<file path="src/rtl/mem_access_ctrl_if.sv">
`default_nettype none
// ============================================================================
//  Module      : mem_access_ctrl_if
//  Description : Bundle of every non-clock signal of mem_access_ctrl: the
//                write-request, read-request and read-response handshake
//                channels, the single-port-per-direction RAM control bus
//                and the accepted-request counters.
//
//  Port summary (direction as seen by the controller, modport slave):
//    wr_req_valid/ready/addr/data  in/out/in/in    write request channel
//    rd_req_valid/ready/addr       in/out/in       read request channel
//    rd_rsp_valid/ready/data       out/in/out      read response channel
//    memory_enable, write          out             RAM write strobes
//    operation_enable, read        out             RAM read strobes
//    write_address, read_address   out             RAM addresses
//    data_in                       out             RAM write data
//    data_out                      in              RAM read data (1 clk late)
//    wr_count, rd_count            out             accepted-request counters
//
//  Revision    : 1.0 - initial release
// ============================================================================
interface mem_access_ctrl_if #(
    parameter int DATA_W = 64,
    parameter int ADDR_W = 10
);
    // Write request channel
    logic              wr_req_valid;
    logic              wr_req_ready;
    logic [ADDR_W-1:0] wr_req_addr;
    logic [DATA_W-1:0] wr_req_data;

    // Read request channel
    logic              rd_req_valid;
    logic              rd_req_ready;
    logic [ADDR_W-1:0] rd_req_addr;

    // Read response channel
    logic              rd_rsp_valid;
    logic              rd_rsp_ready;
    logic [DATA_W-1:0] rd_rsp_data;

    // RAM side
    logic              memory_enable;
    logic              write;
    logic              operation_enable;
    logic              read;
    logic [ADDR_W-1:0] write_address;
    logic [ADDR_W-1:0] read_address;
    logic [DATA_W-1:0] data_in;
    logic [DATA_W-1:0] data_out;

    // Statistics
    logic [15:0]       wr_count;
    logic [15:0]       rd_count;

    // The controller itself
    modport slave (
        input  wr_req_valid, wr_req_addr, wr_req_data,
        output wr_req_ready,
        input  rd_req_valid, rd_req_addr,
        output rd_req_ready,
        output rd_rsp_valid, rd_rsp_data,
        input  rd_rsp_ready,
        output memory_enable, write, operation_enable, read,
        output write_address, read_address, data_in,
        input  data_out,
        output wr_count, rd_count
    );

    // The environment: requesters plus the RAM
    modport master (
        output wr_req_valid, wr_req_addr, wr_req_data,
        input  wr_req_ready,
        output rd_req_valid, rd_req_addr,
        input  rd_req_ready,
        input  rd_rsp_valid, rd_rsp_data,
        output rd_rsp_ready,
        input  memory_enable, write, operation_enable, read,
        input  write_address, read_address, data_in,
        output data_out,
        input  wr_count, rd_count
    );
endinterface
`default_nettype wire

</file>
<file path="src/rtl/mem_access_ctrl.sv">
`default_nettype none
// ============================================================================
//  Module      : mem_access_ctrl
//  Description : Front end for a RAM with one registered read port and one
//                write port. Writes pass straight through with no response.
//                Reads are issued to the RAM, the data returned one clock
//                later is captured in a 2-entry response FIFO and handed back
//                in request order on a valid/ready response channel.
//                Read acceptance is credit-based so the FIFO never overflows
//                and a read to the address being written in the same cycle
//                is held off by one cycle so it observes the new data.
//
//  Parameters  : DATA_W  RAM data width (must match the interface instance)
//                ADDR_W  RAM address width (must match the interface instance)
//
//  Ports       : clk    rising-edge clock
//                rst_n  synchronous active-low reset
//                bus    mem_access_ctrl_if.slave - request/response channels,
//                       RAM control bus and the two request counters
//
//  Revision    : 1.0 - initial release
// ============================================================================
module mem_access_ctrl #(
    parameter int DATA_W = 64,
    parameter int ADDR_W = 10
) (
    input  wire logic          clk,
    input  wire logic          rst_n,
    mem_access_ctrl_if.slave   bus
);

    localparam logic [1:0]  c_FIFO_DEPTH = 2'd2;
    localparam logic [15:0] c_CNT_MAX    = 16'hFFFF;

    // ------------------------------------------------------------------
    // State
    // ------------------------------------------------------------------
    logic [DATA_W-1:0] fifo_q [0:1];
    logic [DATA_W-1:0] fifo_d [0:1];
    logic              wr_ptr_q, wr_ptr_d;
    logic              rd_ptr_q, rd_ptr_d;
    logic [1:0]        count_q,  count_d;
    logic              inflight_q, inflight_d;
    logic [15:0]       wr_count_q, wr_count_d;
    logic [15:0]       rd_count_q, rd_count_d;

    // ------------------------------------------------------------------
    // Handshake decode
    // ------------------------------------------------------------------
    logic [ADDR_W-1:0] w_wr_addr;
    logic [ADDR_W-1:0] w_rd_addr;
    logic              w_wr_hs;
    logic              w_hazard;
    logic              w_rsp_valid;
    logic              w_pop;
    logic              w_push;
    logic [2:0]        w_occupancy;
    logic              w_credit;
    logic              w_rd_ready;
    logic              w_rd_hs;

    assign w_wr_addr   = bus.wr_req_addr;
    assign w_rd_addr   = bus.rd_req_addr;

    // The write channel is always open outside reset.
    assign w_wr_hs     = bus.wr_req_valid & rst_n;

    // Same-address write and read in one cycle: the write goes first and the
    // read waits a cycle, so it sees the freshly written word.
    assign w_hazard    = w_wr_hs & (w_wr_addr == w_rd_addr);

    assign w_rsp_valid = (count_q != 2'd0);
    assign w_pop       = w_rsp_valid & bus.rd_rsp_ready;

    // A read issued last cycle has its RAM data on data_out this cycle.
    assign w_push      = inflight_q;

    // Slots already promised = stored entries + the read still in the RAM,
    // minus the entry leaving this cycle. w_pop implies count_q >= 1, so the
    // subtraction cannot underflow.
    assign w_occupancy = {1'b0, count_q} + {2'b00, inflight_q} - {2'b00, w_pop};
    assign w_credit    = (w_occupancy < {1'b0, c_FIFO_DEPTH});

    assign w_rd_ready  = rst_n & ~w_hazard & w_credit;
    assign w_rd_hs     = bus.rd_req_valid & w_rd_ready;

    // ------------------------------------------------------------------
    // Outputs
    // ------------------------------------------------------------------
    assign bus.wr_req_ready     = rst_n;
    assign bus.rd_req_ready     = w_rd_ready;

    assign bus.memory_enable    = w_wr_hs;
    assign bus.write            = w_wr_hs;
    assign bus.write_address    = w_wr_addr;
    assign bus.data_in          = bus.wr_req_data;

    assign bus.operation_enable = w_rd_hs;
    assign bus.read             = w_rd_hs;
    assign bus.read_address     = w_rd_addr;

    assign bus.rd_rsp_valid     = w_rsp_valid;
    assign bus.rd_rsp_data      = fifo_q[rd_ptr_q];

    assign bus.wr_count         = wr_count_q;
    assign bus.rd_count         = rd_count_q;

    // ------------------------------------------------------------------
    // Next-state logic
    // ------------------------------------------------------------------
    always_comb begin
        fifo_d     = fifo_q;
        wr_ptr_d   = wr_ptr_q;
        rd_ptr_d   = rd_ptr_q;
        count_d    = count_q;
        inflight_d = w_rd_hs;
        wr_count_d = wr_count_q;
        rd_count_d = rd_count_q;

        if (w_push) begin
            fifo_d[wr_ptr_q] = bus.data_out;
            wr_ptr_d         = ~wr_ptr_q;
        end

        if (w_pop) begin
            rd_ptr_d = ~rd_ptr_q;
        end

        // Simultaneous push and pop leaves the occupancy unchanged.
        case ({w_push, w_pop})
            2'b10:   count_d = count_q + 2'd1;
            2'b01:   count_d = count_q - 2'd1;
            default: count_d = count_q;
        endcase

        if (w_wr_hs && (wr_count_q != c_CNT_MAX)) begin
            wr_count_d = wr_count_q + 16'd1;
        end

        if (w_rd_hs && (rd_count_q != c_CNT_MAX)) begin
            rd_count_d = rd_count_q + 16'd1;
        end
    end

    // ------------------------------------------------------------------
    // Registers
    // ------------------------------------------------------------------
    // Clearing inflight on reset drops any read still in the RAM pipeline;
    // the FIFO storage is cleared too so rd_rsp_data reads zero until the
    // first response is captured.
    always_ff @(posedge clk) begin
        if (!rst_n) begin
            fifo_q     <= '{default: '0};
            wr_ptr_q   <= 1'b0;
            rd_ptr_q   <= 1'b0;
            count_q    <= 2'd0;
            inflight_q <= 1'b0;
            wr_count_q <= 16'd0;
            rd_count_q <= 16'd0;
        end else begin
            fifo_q     <= fifo_d;
            wr_ptr_q   <= wr_ptr_d;
            rd_ptr_q   <= rd_ptr_d;
            count_q    <= count_d;
            inflight_q <= inflight_d;
            wr_count_q <= wr_count_d;
            rd_count_q <= rd_count_d;
        end
    end

endmodule
`default_nettype wire

</file>
<file path="src/flat_wrapper.sv">
// flat-port wrapper written by rule: the top's interface ports become plain ports
module mem_access_ctrl_flat 
#(
    parameter int DATA_W = 64,
    parameter int ADDR_W = 10
)
  (clk, rst_n, bus_wr_req_valid, bus_wr_req_addr, bus_wr_req_data, bus_wr_req_ready, bus_rd_req_valid, bus_rd_req_addr, bus_rd_req_ready, bus_rd_rsp_valid, bus_rd_rsp_data, bus_rd_rsp_ready, bus_memory_enable, bus_write, bus_operation_enable, bus_read, bus_write_address, bus_read_address, bus_data_in, bus_data_out, bus_wr_count, bus_rd_count);
  mem_access_ctrl_if #(.DATA_W(DATA_W), .ADDR_W(ADDR_W)) bus_i ();
  input  wire logic clk;
  input  wire logic rst_n;
  input wire logic [$bits(bus_i.wr_req_valid)-1:0] bus_wr_req_valid;
  input wire logic [$bits(bus_i.wr_req_addr)-1:0] bus_wr_req_addr;
  input wire logic [$bits(bus_i.wr_req_data)-1:0] bus_wr_req_data;
  output wire logic [$bits(bus_i.wr_req_ready)-1:0] bus_wr_req_ready;
  input wire logic [$bits(bus_i.rd_req_valid)-1:0] bus_rd_req_valid;
  input wire logic [$bits(bus_i.rd_req_addr)-1:0] bus_rd_req_addr;
  output wire logic [$bits(bus_i.rd_req_ready)-1:0] bus_rd_req_ready;
  output wire logic [$bits(bus_i.rd_rsp_valid)-1:0] bus_rd_rsp_valid;
  output wire logic [$bits(bus_i.rd_rsp_data)-1:0] bus_rd_rsp_data;
  input wire logic [$bits(bus_i.rd_rsp_ready)-1:0] bus_rd_rsp_ready;
  output wire logic [$bits(bus_i.memory_enable)-1:0] bus_memory_enable;
  output wire logic [$bits(bus_i.write)-1:0] bus_write;
  output wire logic [$bits(bus_i.operation_enable)-1:0] bus_operation_enable;
  output wire logic [$bits(bus_i.read)-1:0] bus_read;
  output wire logic [$bits(bus_i.write_address)-1:0] bus_write_address;
  output wire logic [$bits(bus_i.read_address)-1:0] bus_read_address;
  output wire logic [$bits(bus_i.data_in)-1:0] bus_data_in;
  input wire logic [$bits(bus_i.data_out)-1:0] bus_data_out;
  output wire logic [$bits(bus_i.wr_count)-1:0] bus_wr_count;
  output wire logic [$bits(bus_i.rd_count)-1:0] bus_rd_count;
  assign bus_i.wr_req_valid = bus_wr_req_valid;
  assign bus_i.wr_req_addr = bus_wr_req_addr;
  assign bus_i.wr_req_data = bus_wr_req_data;
  assign bus_wr_req_ready = bus_i.wr_req_ready;
  assign bus_i.rd_req_valid = bus_rd_req_valid;
  assign bus_i.rd_req_addr = bus_rd_req_addr;
  assign bus_rd_req_ready = bus_i.rd_req_ready;
  assign bus_rd_rsp_valid = bus_i.rd_rsp_valid;
  assign bus_rd_rsp_data = bus_i.rd_rsp_data;
  assign bus_i.rd_rsp_ready = bus_rd_rsp_ready;
  assign bus_memory_enable = bus_i.memory_enable;
  assign bus_write = bus_i.write;
  assign bus_operation_enable = bus_i.operation_enable;
  assign bus_read = bus_i.read;
  assign bus_write_address = bus_i.write_address;
  assign bus_read_address = bus_i.read_address;
  assign bus_data_in = bus_i.data_in;
  assign bus_i.data_out = bus_data_out;
  assign bus_wr_count = bus_i.wr_count;
  assign bus_rd_count = bus_i.rd_count;
  mem_access_ctrl #(.DATA_W(DATA_W), .ADDR_W(ADDR_W)) u_core (.clk(clk), .rst_n(rst_n), .bus(bus_i));
endmodule
</file>
<file path="config.mk">
export PLATFORM = sky130hd
export DESIGN_NAME = mem_access_ctrl_flat
export DESIGN_NICKNAME = d
export VERILOG_FILES = /design/src/rtl/mem_access_ctrl_if.sv /design/src/rtl/mem_access_ctrl.sv /design/src/flat_wrapper.sv
export SDC_FILE = /design/constraint.sdc
export NUM_CORES = 1
export LEC_CHECK = 0
export CAP_MARGIN = 20
export CORE_ASPECT_RATIO = 1.1
export CORE_MARGIN = 8
export CORE_UTILIZATION = 46
export DETAILED_ROUTE_END_ITERATION = 12
export PLACE_DENSITY = 0.86
export SLEW_MARGIN = 20
export SYNTH_ARGS = -nofsm -noshare
export SYNTH_HDL_FRONTEND = slang
export SYNTH_SLANG_ARGS = --single-unit
</file>
<file path="constraint.sdc">
create_clock -name clk -period 4.8 [get_ports clk]
set_clock_uncertainty 0.1 [all_clocks]
set_input_delay 1.2 -clock clk [delete_from_list [all_inputs] [get_ports clk]]
set_output_delay 1.2 -clock clk [all_outputs]
set_load 0.01 [all_outputs]
</file>
==> impl_metrics.env <==
export IMPL_clk_latency_ns=0.42
export IMPL_detail_route_wl_per_cell_um=16.8
export IMPL_finalPower_w=0.00315
export IMPL_regArea_um2=3300
export IMPL_clock_sinks=165
export IMPL_outcome="completed"
export IMPL_slew_headroom_pct=42.2
export IMPL_power_switching_w=0.000839
export IMPL_synth_mux_area_share_pct=10.4
export IMPL_final_nets=1204
export IMPL_num_fill_cells=1452
export IMPL_ys_seq_elements=165
export IMPL_syn_nets=1103
export IMPL_p_leak_nw=3.55
export IMPL_fp_dieW_um=140
export IMPL_gr_usage_all_layers_pct=19.3
export IMPL_synth_edf_count=0
export IMPL_first_global_vias=6752
export IMPL_synth_adder_area_share_pct=0.576
export IMPL_clockPowerShare_pct=41.5
export IMPL_arrival_ns=3.31
export IMPL_place_gp_congestion=0.818
export IMPL_port_buffers=211
export IMPL_fin_cells=1269
export IMPL_finalMaxSlewViolations=0
export IMPL_io_pins=340
export IMPL_critical_path_top_delay_family="buffers and inverters"
export IMPL_power_frac_seq_pct=45.7
export IMPL_reg2reg_depth=10
export IMPL_critical_path_buf_inv_count=2
export IMPL_post_route_period_util_pct=95.9
export IMPL_tns_ns=0
export IMPL_combPwrFrac_pct=12.7
export IMPL_critPathLaunchType="input pin"
export IMPL_routed_wl_um=21300
export IMPL_setup_viol=0
export IMPL_fmax_mhz=217
export IMPL_grt_max_degree=78
export IMPL_netlist_area_um2=7830
export IMPL_drc=0
export IMPL_cts_buffers=17
export IMPL_ant_nets=0
export IMPL_num_vias=6738
export IMPL_whs_ns=0.353
export IMPL_required_ns=3.50
export IMPL_n_antenna_cell=0
export IMPL_peakVddDrop_mv=0.233
export IMPL_tightestPinTransition_ns=0.865
export IMPL_finalCriticalPeriod_ns=4.61
export IMPL_die_area_um2=21400
export IMPL_clkTransAtPathRegs_ns=0.07
export IMPL_hold_class="flip-flop to flip-flop"
export IMPL_netlist_instances=947
export IMPL_synth_top_area_share_pct=42.2
export IMPL_synthSimpleGateAreaFrac_pct=20.3
export IMPL_dp_cells=1237
export IMPL_cp_max_fo=3
export IMPL_cts_hold_buffers=0
export IMPL_synth_xor_area_share_pct=2.35
export IMPL_synthToLayoutAreaGrowth_pct=27.9
export IMPL_rrSetupSlack_ns=2.03
export IMPL_cts_tree="yes"
export IMPL_synth_top_family_by_area="simple AND/OR/NAND/NOR gates"
export IMPL_synth_compound_area_share_pct=12.1
export IMPL_r2r_start="u_core.count_q[1]"
export IMPL_critPathMaxStageDelay_ns=0.48
export IMPL_yosys_area_top_type="dfxtp_1"
export IMPL_ys_types=52
export IMPL_power_density_nw_per_um2=315
export IMPL_holdPathStages=2
export IMPL_rsz0062_at_grt="no"
export IMPL_async_flop_share_pct=0
export IMPL_rows=50
export IMPL_htreeDepth=4
export IMPL_grt_pass1_wl_um=33800
export IMPL_synth_area_leaders="dfxtp_1, nand2_1, mux2_2"
export IMPL_cap_violations=0
export IMPL_dp_hpwl_um=14400
export IMPL_crit_type="input pin to output pin"
export IMPL_crit_chain="clkdlybuf4s50_1, and3_1, a21o_1, nand2_1, fa_1, xor2_1, nor2_2, o31ai_4, nor2_1, dlygate4sd2_1"
export IMPL_viasPerCell=5.31
export IMPL_fp_dieH_um=153
export IMPL_hold_viol_final=0
export IMPL_post_route_util_pct=59.5
export IMPL_cts_buffer_depth=2
export IMPL_first_pass_iters=4
export IMPL_cp_slowest_cell="clkdlybuf4s50_1"
export IMPL_ys_flop_type="dfxtp_1"
export IMPL_multi_input_area_um2=3600
export IMPL_gr_total_overflow=0
export IMPL_synth_avg_cell_area_um2=8.26
export IMPL_yosysWarnings=0
export IMPL_r2r_end="u_core.bus.rd_count[9]"
export IMPL_ys_seq_area_share_pct=42.2
export IMPL_coreArea_um2=16800
export IMPL_p_sw_share_pct=26.6
export IMPL_min_delay_start="u_core.fifo_q[8]"
export IMPL_root_buffer="clkbuf_16"
export IMPL_antenna_found_initial=0
export IMPL_start_util_pct=46.5
export IMPL_end_kind="output pin"
export IMPL_worstHoldEndpoint="u_core.fifo_q[8]"
export IMPL_drive_gt1_share_pct=12.3
export IMPL_drt_iter0_drc=248
export IMPL_power_internal_w=0.00231
area by class of cell:
type,count,area share [%]
Clock buffer,17,4.25
Clock inverter,15,1.43
Sequential cell,165,33.0
Tap cell,208,2.60
Inverter,7,0.288
Timing Repair Buffer,228,22.5
Multi-Input combinational cell,629,36.0
sequential cells by signal (all words and copies together), names as in the netlist:
signal and cells:
u_core.count_q 2, u_core.rd_ptr_q 1, u_core.bus.wr_count 16, u_core.inflight_q 1, u_core.bus.rd_count 16, u_core.fifo_q 128, u_core.wr_ptr_q 1
metrics by stage:
step	setup WS, ns	cell area (µm²)
after detailed placement	-0.122	9440
final	0.195	10000
after global placement	-0.0356	9440
after floorplan	0.573	7830
after global routing	0.0708	10000
after CTS	0.176	10000
worst max path at each step:
stage	start	cells past startpoint	to
global placement	bus_rd_rsp_ready	10	bus_read
global route	bus_rd_rsp_ready	11	bus_read
detailed placement	bus_rd_rsp_ready	10	bus_operation_enable
floorplan	bus_rd_rsp_ready	10	bus_read
finish	bus_rd_rsp_ready	10	bus_operation_enable
CTS	bus_rd_rsp_ready	10	bus_operation_enable
power by group through the flow:
stage	combinational [W]	clock [W]	sequential [W]
after detailed placement	0.000406	0	0.00147
after global placement	0.000400	0	0.00147
after global routing	0.000434	0.00140	0.00145
after floorplan	0.000258	0	0.00146
after CTS	0.000407	0.00134	0.00144
final	0.000402	0.00131	0.00144
layout by cell type (no fill, tap or decap), types with 3 or more instances in the layout:
cell	Yosys	routed
buf_4	88	16
dfxtp_1	165	164
and3_1	3	3
inv_1	5	5
o41ai_1	5	5
dlygate4sd2_1	0	3
mux2_2	64	64
a21oi_1	138	138
clkinvlp_4	0	4
inv_8	0	5
and2_1	5	4
nand2b_1	4	3
o31ai_1	5	5
nor2_1	15	15
clkdlybuf4s50_1	0	208
o311ai_0	4	4
o21ai_0	5	5
inv_6	0	3
nand3_1	12	12
and4_1	8	8
mux2i_1	9	9
clkbuf_16	0	17
or4_1	4	4
xnor2_1	12	12
nor3_1	4	4
nand4_1	16	16
xor2_1	9	9
o211ai_1	3	3
nand2_1	274	273
metal layers:
metal  GRT usage (%)  part of all wire, %  wire length (µm)
met3            5.77                  7.5              1590
met4            8.54                  2.6               561
met1            20.6                   40              8520
met2            34.4                   50             10600
met5               0                    0                 0
synthesized netlist by cell type (11+ instances only):
library cell and n:
nor2_1 15, dfxtp_1 165, xnor2_1 12, nand4_1 16, nand3_1 12, a21oi_1 138
buf_2 11, mux2_2 64, buf_4 88, clkbuf_1 35, nand2_1 274
kinds of logic after synthesis:
| kind of cell | Yosys count |
|---|---|
| xor+xnor | 21 |
| fa+ha+maj | 3 |
| buf+inv | 153 |
| compound gates | 171 |
| simple gates | 361 |
| mux | 73 |
| flops | 165 |
what timing repair did:
action	4_1_cts	5_1_grt
endpoints found under the setup margin	3	0
gates resized for setup	3	0
buffers inserted	0	0
worst register-to-register path, delay by kind of cell (launching register included):
kind	cells	cell delay, ns
AO/OA/AOI/OAI	3	0.37
flip-flops	1	0.46
adder cells (fa/ha/maj)	1	0.40
XOR/XNOR	1	0.17
AND/OR/NAND/NOR	4	0.98
buffers and inverters	1	0.22
No activity file was read; power rests on OpenSTA's default activity.
